--- src/rtl/ifmap_pkg.sv ---
// rtl/ifmap_pkg.sv - shared walker state type and default widths for the IFMap read side
package ifmap_pkg;

    localparam int PTR_W_DEF    = 8;
    localparam int STRIDE_W_DEF = 3;
    localparam int FILTER_W_DEF = 4;
    localparam int ROW_LEN_W_DEF = 5;
    localparam int ROWS_W_DEF   = 8;

    typedef enum logic [1:0] {
        IDLE     = 2'd0,
        WAIT_ROW = 2'd1,
        WALK     = 2'd2,
        STEP     = 2'd3
    } walker_state_t;

    function automatic int max3(input int a, input int b, input int c);
        int m;
        m = (a > b) ? a : b;
        return (m > c) ? m : c;
    endfunction

endpackage

--- src/rtl/ifmap_window_fit.sv ---
// rtl/ifmap_window_fit.sv - combinational row-occupancy and window-fit comparator
module ifmap_window_fit
    import ifmap_pkg::*;
#(
    parameter int POINTER_SIZE  = PTR_W_DEF,
    parameter int STRIDE_SIZE   = STRIDE_W_DEF,
    parameter int FILTER_SIZE_W = FILTER_W_DEF,
    parameter int ROW_LEN_W     = ROW_LEN_W_DEF
) (
    input  logic [POINTER_SIZE-1:0]  write_pointer_i,
    input  logic [POINTER_SIZE-1:0]  row_start_i,
    input  logic [ROW_LEN_W-1:0]     win_base_i,
    input  logic [STRIDE_SIZE-1:0]   stride_i,
    input  logic [FILTER_SIZE_W-1:0] filter_size_i,
    input  logic [ROW_LEN_W-1:0]     row_len_i,
    output logic                     row_ready_o,
    output logic                     first_fits_o,
    output logic                     next_fits_o
);
    // One spare bit above the widest operand keeps base+stride+filter from overflowing.
    localparam int CMP_W = max3(ROW_LEN_W, FILTER_SIZE_W, STRIDE_SIZE) + 1;
    localparam int OCC_W = (POINTER_SIZE > ROW_LEN_W) ? POINTER_SIZE : ROW_LEN_W;

    logic [POINTER_SIZE-1:0] occ;

    // Occupancy wraps modulo the buffer depth; zero always means empty.
    assign occ          = write_pointer_i - row_start_i;
    assign row_ready_o  = OCC_W'(occ) >= OCC_W'(row_len_i);
    assign first_fits_o = CMP_W'(filter_size_i) <= CMP_W'(row_len_i);
    assign next_fits_o  = (CMP_W'(win_base_i) + CMP_W'(stride_i) + CMP_W'(filter_size_i))
                          <= CMP_W'(row_len_i);

endmodule

--- src/rtl/ifmap_window_walker.sv ---
// rtl/ifmap_window_walker.sv - walks filter windows over buffered IFMap rows, one read pointer per tap
module ifmap_window_walker
    import ifmap_pkg::*;
#(
    parameter int POINTER_SIZE  = PTR_W_DEF,
    parameter int STRIDE_SIZE   = STRIDE_W_DEF,
    parameter int FILTER_SIZE_W = FILTER_W_DEF,
    parameter int ROW_LEN_W     = ROW_LEN_W_DEF,
    parameter int ROWS_W        = ROWS_W_DEF
) (
    input  logic                     clk,
    input  logic                     rst_n,
    input  logic                     start,
    input  logic [STRIDE_SIZE-1:0]   cfg_stride,
    input  logic [FILTER_SIZE_W-1:0] cfg_filter_size,
    input  logic [ROW_LEN_W-1:0]     cfg_row_len,
    input  logic [ROWS_W-1:0]        cfg_num_rows,
    input  logic [POINTER_SIZE-1:0]  write_pointer,
    input  logic                     read_ready,
    output logic [POINTER_SIZE-1:0]  read_pointer,
    output logic                     read_valid,
    output logic                     co_filter,
    output logic                     end_row,
    output logic                     next_row,
    output logic                     busy,
    output logic                     done
);
    localparam logic [STRIDE_SIZE-1:0]   STRIDE_ONE = 1;
    localparam logic [FILTER_SIZE_W-1:0] FILT_ONE   = 1;
    localparam logic [ROWS_W-1:0]        ROWS_ONE   = 1;

    walker_state_t              state_q, state_d;
    logic [STRIDE_SIZE-1:0]     stride_q, stride_d;
    logic [FILTER_SIZE_W-1:0]   filter_q, filter_d;
    logic [ROW_LEN_W-1:0]       row_len_q, row_len_d;
    logic [ROWS_W-1:0]          num_rows_q, num_rows_d;
    logic [ROWS_W-1:0]          row_cnt_q, row_cnt_d, row_cnt_inc;
    logic [POINTER_SIZE-1:0]    row_start_q, row_start_d;
    logic [ROW_LEN_W-1:0]       win_base_q, win_base_d;
    logic [FILTER_SIZE_W-1:0]   tap_q, tap_d;
    logic [POINTER_SIZE-1:0]    read_pointer_q, read_pointer_d;
    logic                       read_valid_q, read_valid_d;
    logic                       co_filter_q, co_filter_d;
    logic                       end_row_q, end_row_d;
    logic                       next_row_q, next_row_d;
    logic                       done_q, done_d;
    logic                       row_ready, first_fits, next_fits;

    ifmap_window_fit #(
        .POINTER_SIZE  (POINTER_SIZE),
        .STRIDE_SIZE   (STRIDE_SIZE),
        .FILTER_SIZE_W (FILTER_SIZE_W),
        .ROW_LEN_W     (ROW_LEN_W)
    ) u_fit (
        .write_pointer_i (write_pointer),
        .row_start_i     (row_start_q),
        .win_base_i      (win_base_q),
        .stride_i        (stride_q),
        .filter_size_i   (filter_q),
        .row_len_i       (row_len_q),
        .row_ready_o     (row_ready),
        .first_fits_o    (first_fits),
        .next_fits_o     (next_fits)
    );

    assign row_cnt_inc  = row_cnt_q + ROWS_ONE;
    assign busy         = (state_q != IDLE);
    assign read_pointer = read_pointer_q;
    assign read_valid   = read_valid_q;
    assign co_filter    = co_filter_q;
    assign end_row      = end_row_q;
    assign next_row     = next_row_q;
    assign done         = done_q;

    // Next-state, counter and registered-output computation for the walker FSM.
    always_comb begin
        state_d     = state_q;
        stride_d    = stride_q;
        filter_d    = filter_q;
        row_len_d   = row_len_q;
        num_rows_d  = num_rows_q;
        row_cnt_d   = row_cnt_q;
        row_start_d = row_start_q;
        win_base_d  = win_base_q;
        tap_d       = tap_q;
        co_filter_d = 1'b0;
        end_row_d   = 1'b0;
        next_row_d  = 1'b0;
        done_d      = 1'b0;

        case (state_q)
            IDLE: begin
                if (start) begin
                    stride_d   = (cfg_stride == '0) ? STRIDE_ONE : cfg_stride;
                    filter_d   = (cfg_filter_size == '0) ? FILT_ONE : cfg_filter_size;
                    row_len_d  = cfg_row_len;
                    num_rows_d = cfg_num_rows;
                    win_base_d = '0;
                    tap_d      = '0;
                    row_cnt_d  = '0;
                    if (cfg_num_rows == '0) begin
                        done_d = 1'b1;
                    end else begin
                        state_d = WAIT_ROW;
                    end
                end
            end
            WAIT_ROW: begin
                // A filter longer than the row yields no windows, so go straight to the row wrap-up.
                if (row_ready) begin
                    state_d = first_fits ? WALK : STEP;
                end
            end
            WALK: begin
                if (read_valid_q && read_ready) begin
                    if (tap_q == filter_q - FILT_ONE) begin
                        tap_d       = '0;
                        co_filter_d = 1'b1;
                        state_d     = STEP;
                    end else begin
                        tap_d = tap_q + FILT_ONE;
                    end
                end
            end
            STEP: begin
                if (next_fits) begin
                    win_base_d = win_base_q + ROW_LEN_W'(stride_q);
                    state_d    = WALK;
                end else begin
                    end_row_d   = 1'b1;
                    next_row_d  = 1'b1;
                    row_start_d = row_start_q + POINTER_SIZE'(row_len_q);
                    win_base_d  = '0;
                    row_cnt_d   = row_cnt_inc;
                    if (row_cnt_inc == num_rows_q) begin
                        done_d  = 1'b1;
                        state_d = IDLE;
                    end else begin
                        state_d = WAIT_ROW;
                    end
                end
            end
            default: state_d = IDLE;
        endcase

        read_valid_d   = (state_d == WALK);
        read_pointer_d = (state_d == WALK)
                         ? (row_start_d + POINTER_SIZE'(win_base_d) + POINTER_SIZE'(tap_d))
                         : read_pointer_q;
    end

    // State, configuration, counters and registered outputs; reset clears everything including row_start.
    always_ff @(posedge clk or negedge rst_n) begin
        if (!rst_n) begin
            state_q        <= IDLE;
            stride_q       <= '0;
            filter_q       <= '0;
            row_len_q      <= '0;
            num_rows_q     <= '0;
            row_cnt_q      <= '0;
            row_start_q    <= '0;
            win_base_q     <= '0;
            tap_q          <= '0;
            read_pointer_q <= '0;
            read_valid_q   <= 1'b0;
            co_filter_q    <= 1'b0;
            end_row_q      <= 1'b0;
            next_row_q     <= 1'b0;
            done_q         <= 1'b0;
        end else begin
            state_q        <= state_d;
            stride_q       <= stride_d;
            filter_q       <= filter_d;
            row_len_q      <= row_len_d;
            num_rows_q     <= num_rows_d;
            row_cnt_q      <= row_cnt_d;
            row_start_q    <= row_start_d;
            win_base_q     <= win_base_d;
            tap_q          <= tap_d;
            read_pointer_q <= read_pointer_d;
            read_valid_q   <= read_valid_d;
            co_filter_q    <= co_filter_d;
            end_row_q      <= end_row_d;
            next_row_q     <= next_row_d;
            done_q         <= done_d;
        end
    end

endmodule

--- config.mk ---
export PLATFORM = sky130hd
export DESIGN_NAME = ifmap_window_walker
export DESIGN_NICKNAME = d
export VERILOG_FILES = /design/src/rtl/ifmap_pkg.sv /design/src/rtl/ifmap_window_fit.sv /design/src/rtl/ifmap_window_walker.sv
export SDC_FILE = /design/constraint.sdc
export NUM_CORES = 1
export LEC_CHECK = 0
export BUFFER_PORTS_ARGS = -buffer_cell sky130_fd_sc_hd__buf_2
export CELL_PAD_IN_SITES_DETAIL_PLACEMENT = 1
export CELL_PAD_IN_SITES_GLOBAL_PLACEMENT = 2
export CORE_MARGIN = 2
export CORE_UTILIZATION = 41
export DETAILED_ROUTE_END_ITERATION = 10
export PLACE_DENSITY = 0.87
export SLEW_MARGIN = 5
export SYNTH_ARGS = -nofsm -noshare
export SYNTH_HDL_FRONTEND = slang
export SYNTH_SLANG_ARGS = --single-unit
--- constraint.sdc ---
create_clock -name clk -period 15.3 [get_ports clk]
set_input_delay 1.53 -clock clk [delete_from_list [all_inputs] [get_ports clk]]
set_output_delay 1.53 -clock clk [all_outputs]
set_load 0.01 [all_outputs]
# == Yosys cells after proc, flatten, opt, wreduce, memory -nomap -nowiden ==
# Index checks and enable logic that the tools add are counted.
# totals
register_bits,59
inputBits,32
word_cells,77
# op_classes
addsub,10
order_cmp,3
eq_ne,8
muxes,33
n_reduce_logical,9
# ops
cell,count
8-bit 2-to-1 mux,4
8-bit by 5-bit adder with 8-bit output,2
4-bit 2-to-1 mux,4
8-bit case mux with 2 select lines,1
2-bit 2-to-1 mux,6
1-bit 2-to-1 mux,11
5-bit 2-to-1 mux,2
5-bit case mux with 2 select lines,1
"8-bit by 1-bit adder with 8-bit output, second input constant",1
8-bit by 4-bit adder with 8-bit output,1
8-bit == test,1
8-bit by 5-bit greater-or-equal comparator with 1-bit output,1
8-bit zero test,1
2-bit case mux with 4 select lines,1
4-bit case mux with 2 select lines,1
8-bit subtractor,1
5-bit by 3-bit adder with 6-bit output,1
6-bit by 4-bit adder with 6-bit output,1
"2-bit == test, second input constant",3
6-bit by 5-bit less-or-equal comparator with 1-bit output,1
5-bit by 3-bit adder with 5-bit output,1
4-bit by 5-bit less-or-equal comparator with 1-bit output,1
"4-bit by 1-bit adder with 4-bit output, second input constant",1
4-bit == test,1
other kinds (12),14

# == Longest topological paths before layout ==
# logic_depth
depth_word,7
mapped_depth,25

# == Hierarchy ==
# A second synthesis with hierarchy kept.
# hier_totals
hier_cells,458
area_unflattened_um2,4529.3
# by_module_without_submodules
mod,instances,cells_per_inst,area_each_um2,seq_area_each_um2
ifmap_window_walker,1,349,3657.3,1476.4
ifmap_window_fit,1,109,872.1,0.0

# == Least setup slack after synthesis ==
# No wires, ideal clock.
# synth_timing
path_type,reg-to-reg
startpoint,reg stride_q[1]
endpoint,reg read_pointer_q[7] (netlist: read_pointer[7])
setup_time_ns,0.125
arrival_ns,5.165
slack_ns,10.010
stages_incl_launch_ff,26
cell_sequence,dfrtp_1 > inv_1 > fa_1 > inv_1 > ha_1 > inv_1 > fa_1 > inv_1 > ha_1 > o21a_1 > o31ai_1 > a21oi_1 > o21ai_0 > clkbuf_1 > nand2_1 > o21a_1 > fa_1 > inv_1 > ha_1 > fa_1 > a21o_1 > a21oi_1 > nor2b_1 > o21ai_0 > xnor2_1 > mux2_4
# synth_between
elab_chain_cells,7
elab_cells_between_ends,13
classes_between,add/sub: 5; order compare: 1; eq/ne: 1; mux: 6
# synth_lines
element,line,rtl
"start, declared",ifmap_window_walker.sv:33,"logic [STRIDE_SIZE-1:0] stride_q, stride_d;"
"start signal, assigned",ifmap_window_walker.sv:172,stride_q <= stride_d;
5-bit by 3-bit adder with 6-bit output,ifmap_window_fit.sv:30,assign next_fits_o = (CMP_W'(win_base_i) + CMP_W'(stride_i) + CMP_W'(filter_size_i))
6-bit by 4-bit adder with 6-bit output,ifmap_window_fit.sv:30,
6-bit by 5-bit less-or-equal comparator with 1-bit output,ifmap_window_fit.sv:31,<= CMP_W'(row_len_i);
5-bit 2-to-1 mux or 8-bit 2-to-1 mux (tied branches),ifmap_window_walker.sv:126,if (next_fits) begin
5-bit case mux with 2 select lines or 8-bit 2-to-1 mux (tied branches),ifmap_window_walker.sv:91,case (state_q)
8-bit by 5-bit adder with 8-bit output,ifmap_window_walker.sv:148,? (row_start_d + POINTER_SIZE'(win_base_d) + POINTER_SIZE'(tap_d))
8-bit by 4-bit adder with 8-bit output,ifmap_window_walker.sv:148,
"end signal, assigned",ifmap_window_walker.sv:180,read_pointer_q <= read_pointer_d;
"end, declared",ifmap_window_walker.sv:41,"logic [POINTER_SIZE-1:0] read_pointer_q, read_pointer_d;"
# Several ways; a longest one is shown, not always the timed one.
# A chain may end at the register's enable or synchronous reset.

# == Final worst setup path ==
# layout_timing
startpoint,reg stride_q[1]
endpoint,reg read_pointer_q[7] (netlist: read_pointer[7])
# layout_between
elab_chain_cells,7
elab_cells_between_ends,13
classes_between,add/sub: 5; order compare: 1; eq/ne: 1; mux: 6
# layout_lines
element,line,rtl
5-bit by 3-bit adder with 6-bit output,ifmap_window_fit.sv:30,
6-bit by 4-bit adder with 6-bit output,ifmap_window_fit.sv:30,
6-bit by 5-bit less-or-equal comparator with 1-bit output,ifmap_window_fit.sv:31,
5-bit 2-to-1 mux *,ifmap_window_walker.sv:126,
5-bit case mux with 2 select lines *,ifmap_window_walker.sv:91,
net win_base_d[1],ifmap_window_walker.sv:39,"logic [ROW_LEN_W-1:0] win_base_q, win_base_d;"
8-bit by 5-bit adder with 8-bit output *,ifmap_window_walker.sv:148,
8-bit by 4-bit adder with 8-bit output *,ifmap_window_walker.sv:148,
# Mark *: on every way through the listed nets, which the timed path passes. The rest lies on a longest branch.

==> metrics.txt <==
area leader, netlist dfrtp_1; outcome finished clean; GPL Wtd Cong 0.7930; synth top area cells dfrtp_1 34%, ha_1 13%, fa_1 5.5%; largest net degree at the start of global routing 60; initial DRC count 127; Req. time, crit path 15540 ps; CORE AREA 10320 um2; Synth Instances 433; # H-tree levels 3; Die Ht 107.1 um; Reg clk slew, reported paths 70 ps; Worst-Margin Slew 858.2 ps; #FFs+latches synth 59; max_slew headroom 42.26%; worst-path fanout max 5; CP Launch Type register; peak supply drop 117.3 uV; Post-Syn Area 4357 um2; Leak Pwr 2.494 nW; Fin Clk Skew 8.923 ps; final WL 11220 um; Worst EP arrival 5980 ps; router iterations before antenna repair 4; Final setup viols 0; Port Buffer Count 45; initial core utilization 42.20%; row cnt 37; final worst slack 9561 ps; CTS resizes 0; Final #Nets 574; FMAX 0.1742 GHz; Top FF cell, synth dfrtp_1; IO Count 46; CTS tree built; RSZ-0062 raised after global routing false; WL/cell 17.98 um; top-count cell post-synth dfrtp_1; max-cap violations 0; Max Slew Vio Count 0; vias in the first global route 3672; Post-CTS Setup Inserts 0; total CTS buffers 9; min Tclk post-route 5739 ps; CTS Root Cell clkbuf_8; EDFF count, synth 0; grt total ovfl 0; Setup crit end kind register; synth warn 0; Synth Net Count 524; clock buffer depth 2; hpwl dp 8818 um; Commonest cells post-synth 59 x dfrtp_1, 48 x inv_1, 47 x ha_1; Routed Antenna Nets 0; hold path cells 1; Hold Crit Class register to register; global-route wire length before repair 18670 um; ratio of cells with drive above 1 in the final layout 20.29%; # diodes 0; pwr dens 239.3 nW/um2; Synth top area share 33.89%; synthesized area per cell 10.06 um2; Reg2Reg Depth 24; clk sinks 59; DRC Markers 0; fin crit share 37.51%; overall global routing resource usage 21.33%; vias per cell 5.429; CTS Hold Buffers Added 0; FFs w/ async S/R, synth 100.0%; Seq/Total Area, Yosys 33.89%; initial antenna violation count 0; P&R area growth vs syn 12.98%; worst skew pair latency 350 ps; Place WS 9508 ps; die area 11470 um2; Synth cell types 60; crit path kind register to register; setup TNS 0 ps; vias 3388; die width 107.1 um; final hold vios 0
[layer usage]
layer  GRT usage [%]  share of wire [%]
met3           4.073                2.3
met4           6.122                1.6
met5               0                  0
met1           27.22                 46
met2           36.71                 50
[layout by cell type, fill, tap and decap left out, types with 3 or more instances in the layout]
cell and instances:
buf_4 3, a21o_1 15, a21oi_1 20, o21ai_0 22, mux2i_1 5, nand2_1 30
inv_1 48, nand3_1 3, clkbuf_8 10, o21a_1 4, a22o_1 4, or4_1 3
xnor2_1 22, buf_2 45, mux2_2 18, and3_1 3, fa_1 12, mux2_4 8
nor2_1 13, or2_2 3, nand4_1 6, nor4_1 3, nor2b_1 9, o31ai_1 5
xor2_1 10, nor3_1 11, nand2b_1 3, clkinv_2 3, dfrtp_1 59, ha_1 47
[sequential cells by signal, indices dropped and copies added, names as in the netlist]
signal	cells
num_rows_q	8
row_start_q	8
co_filter	1
tap_q	4
done	1
state_q	2
next_row	1
row_len_q	5
row_cnt_q	8
read_valid	1
win_base_q	5
stride_q	3
read_pointer	8
filter_q	4
[worst max-delay path, cell delays in order (launching register included)]
cell and delay [ps]:
dfrtp_1 420, inv_1 90, fa_1 470, inv_1 70, ha_1 170, inv_1 60
fa_1 390, xnor2_1 200, ha_1 270, o21a_1 120, o31ai_1 60, a21oi_1 150
nor4_1 670, a22o_1 260, inv_1 60, fa_1 480, inv_1 40, ha_1 210
fa_1 400, a21o_1 200, a21oi_1 210, nor2b_1 70, o21ai_0 200, xnor2_1 90
mux2_4 270
[worst paths after layout]
check	from	to	slack (ps)
max in group asynchronous	rst_n	read_pointer[6]	13450
worst min-delay path	read_pointer[1]	read_pointer[1]	510
min in group asynchronous	rst_n	row_cnt_q[4]	1330
worst min register to register	read_pointer[1]	read_pointer[1]	510
worst max-delay path	stride_q[1]	read_pointer[7]	9560
worst max register to register	stride_q[1]	read_pointer[7]	9560
[power by group]
group          switching, mW  leakage (nW)  internal [mW]
clock                 0.0652        0.0991         0.0788
sequential            0.0623         0.753          0.216
combinational          0.413          1.64          0.342
total                  0.540          2.49          0.638
[area by class of cell]
cell class,count,area (um2)
fill,1178,5401
multi-input combinational,316,2650
sequential,59,1476
timing repair buffer,48,247.7
inverter,49,183.9
tap,136,170.2
clock buffer,11,141.4
clock inverter,5,52.55
[through the flow]
| step | cell area, um2 | utilization, % | total power [mW] | hold slack (ps) | std cells |
|---|---|---|---|---|---|
| 4_1_cts | 4922 | 47.68 | 1.192 | 513.4 | 624 |
| 5_1_grt | 4922 | 47.68 | 1.296 | 531.9 | 624 |
| 2_1_floorplan | 4357 | - | 0.8382 | 497.3 | 433 |
| 6_report | 4922 | 47.68 | 1.178 | 506.4 | 624 |
| 3_5_place_dp | 4728 | 45.80 | 1.031 | 488.9 | 608 |
| 3_3_place_gp | 4728 | 45.80 | 0.9956 | 492.3 | 608 |
[kinds of logic after synthesis]
kind of cell	after synthesis	synth area share (%)
AND/OR/NAND/NOR	98	11.78
XOR/XNOR	32	6.433
flip-flops	59	33.89
buffers and inverters	58	5.284
multiplexers	31	8.558
adder cells (fa/ha/maj)	59	19.01
AO/OA/AOI/OAI	96	15.05
(Power assumes the default switching activity.)
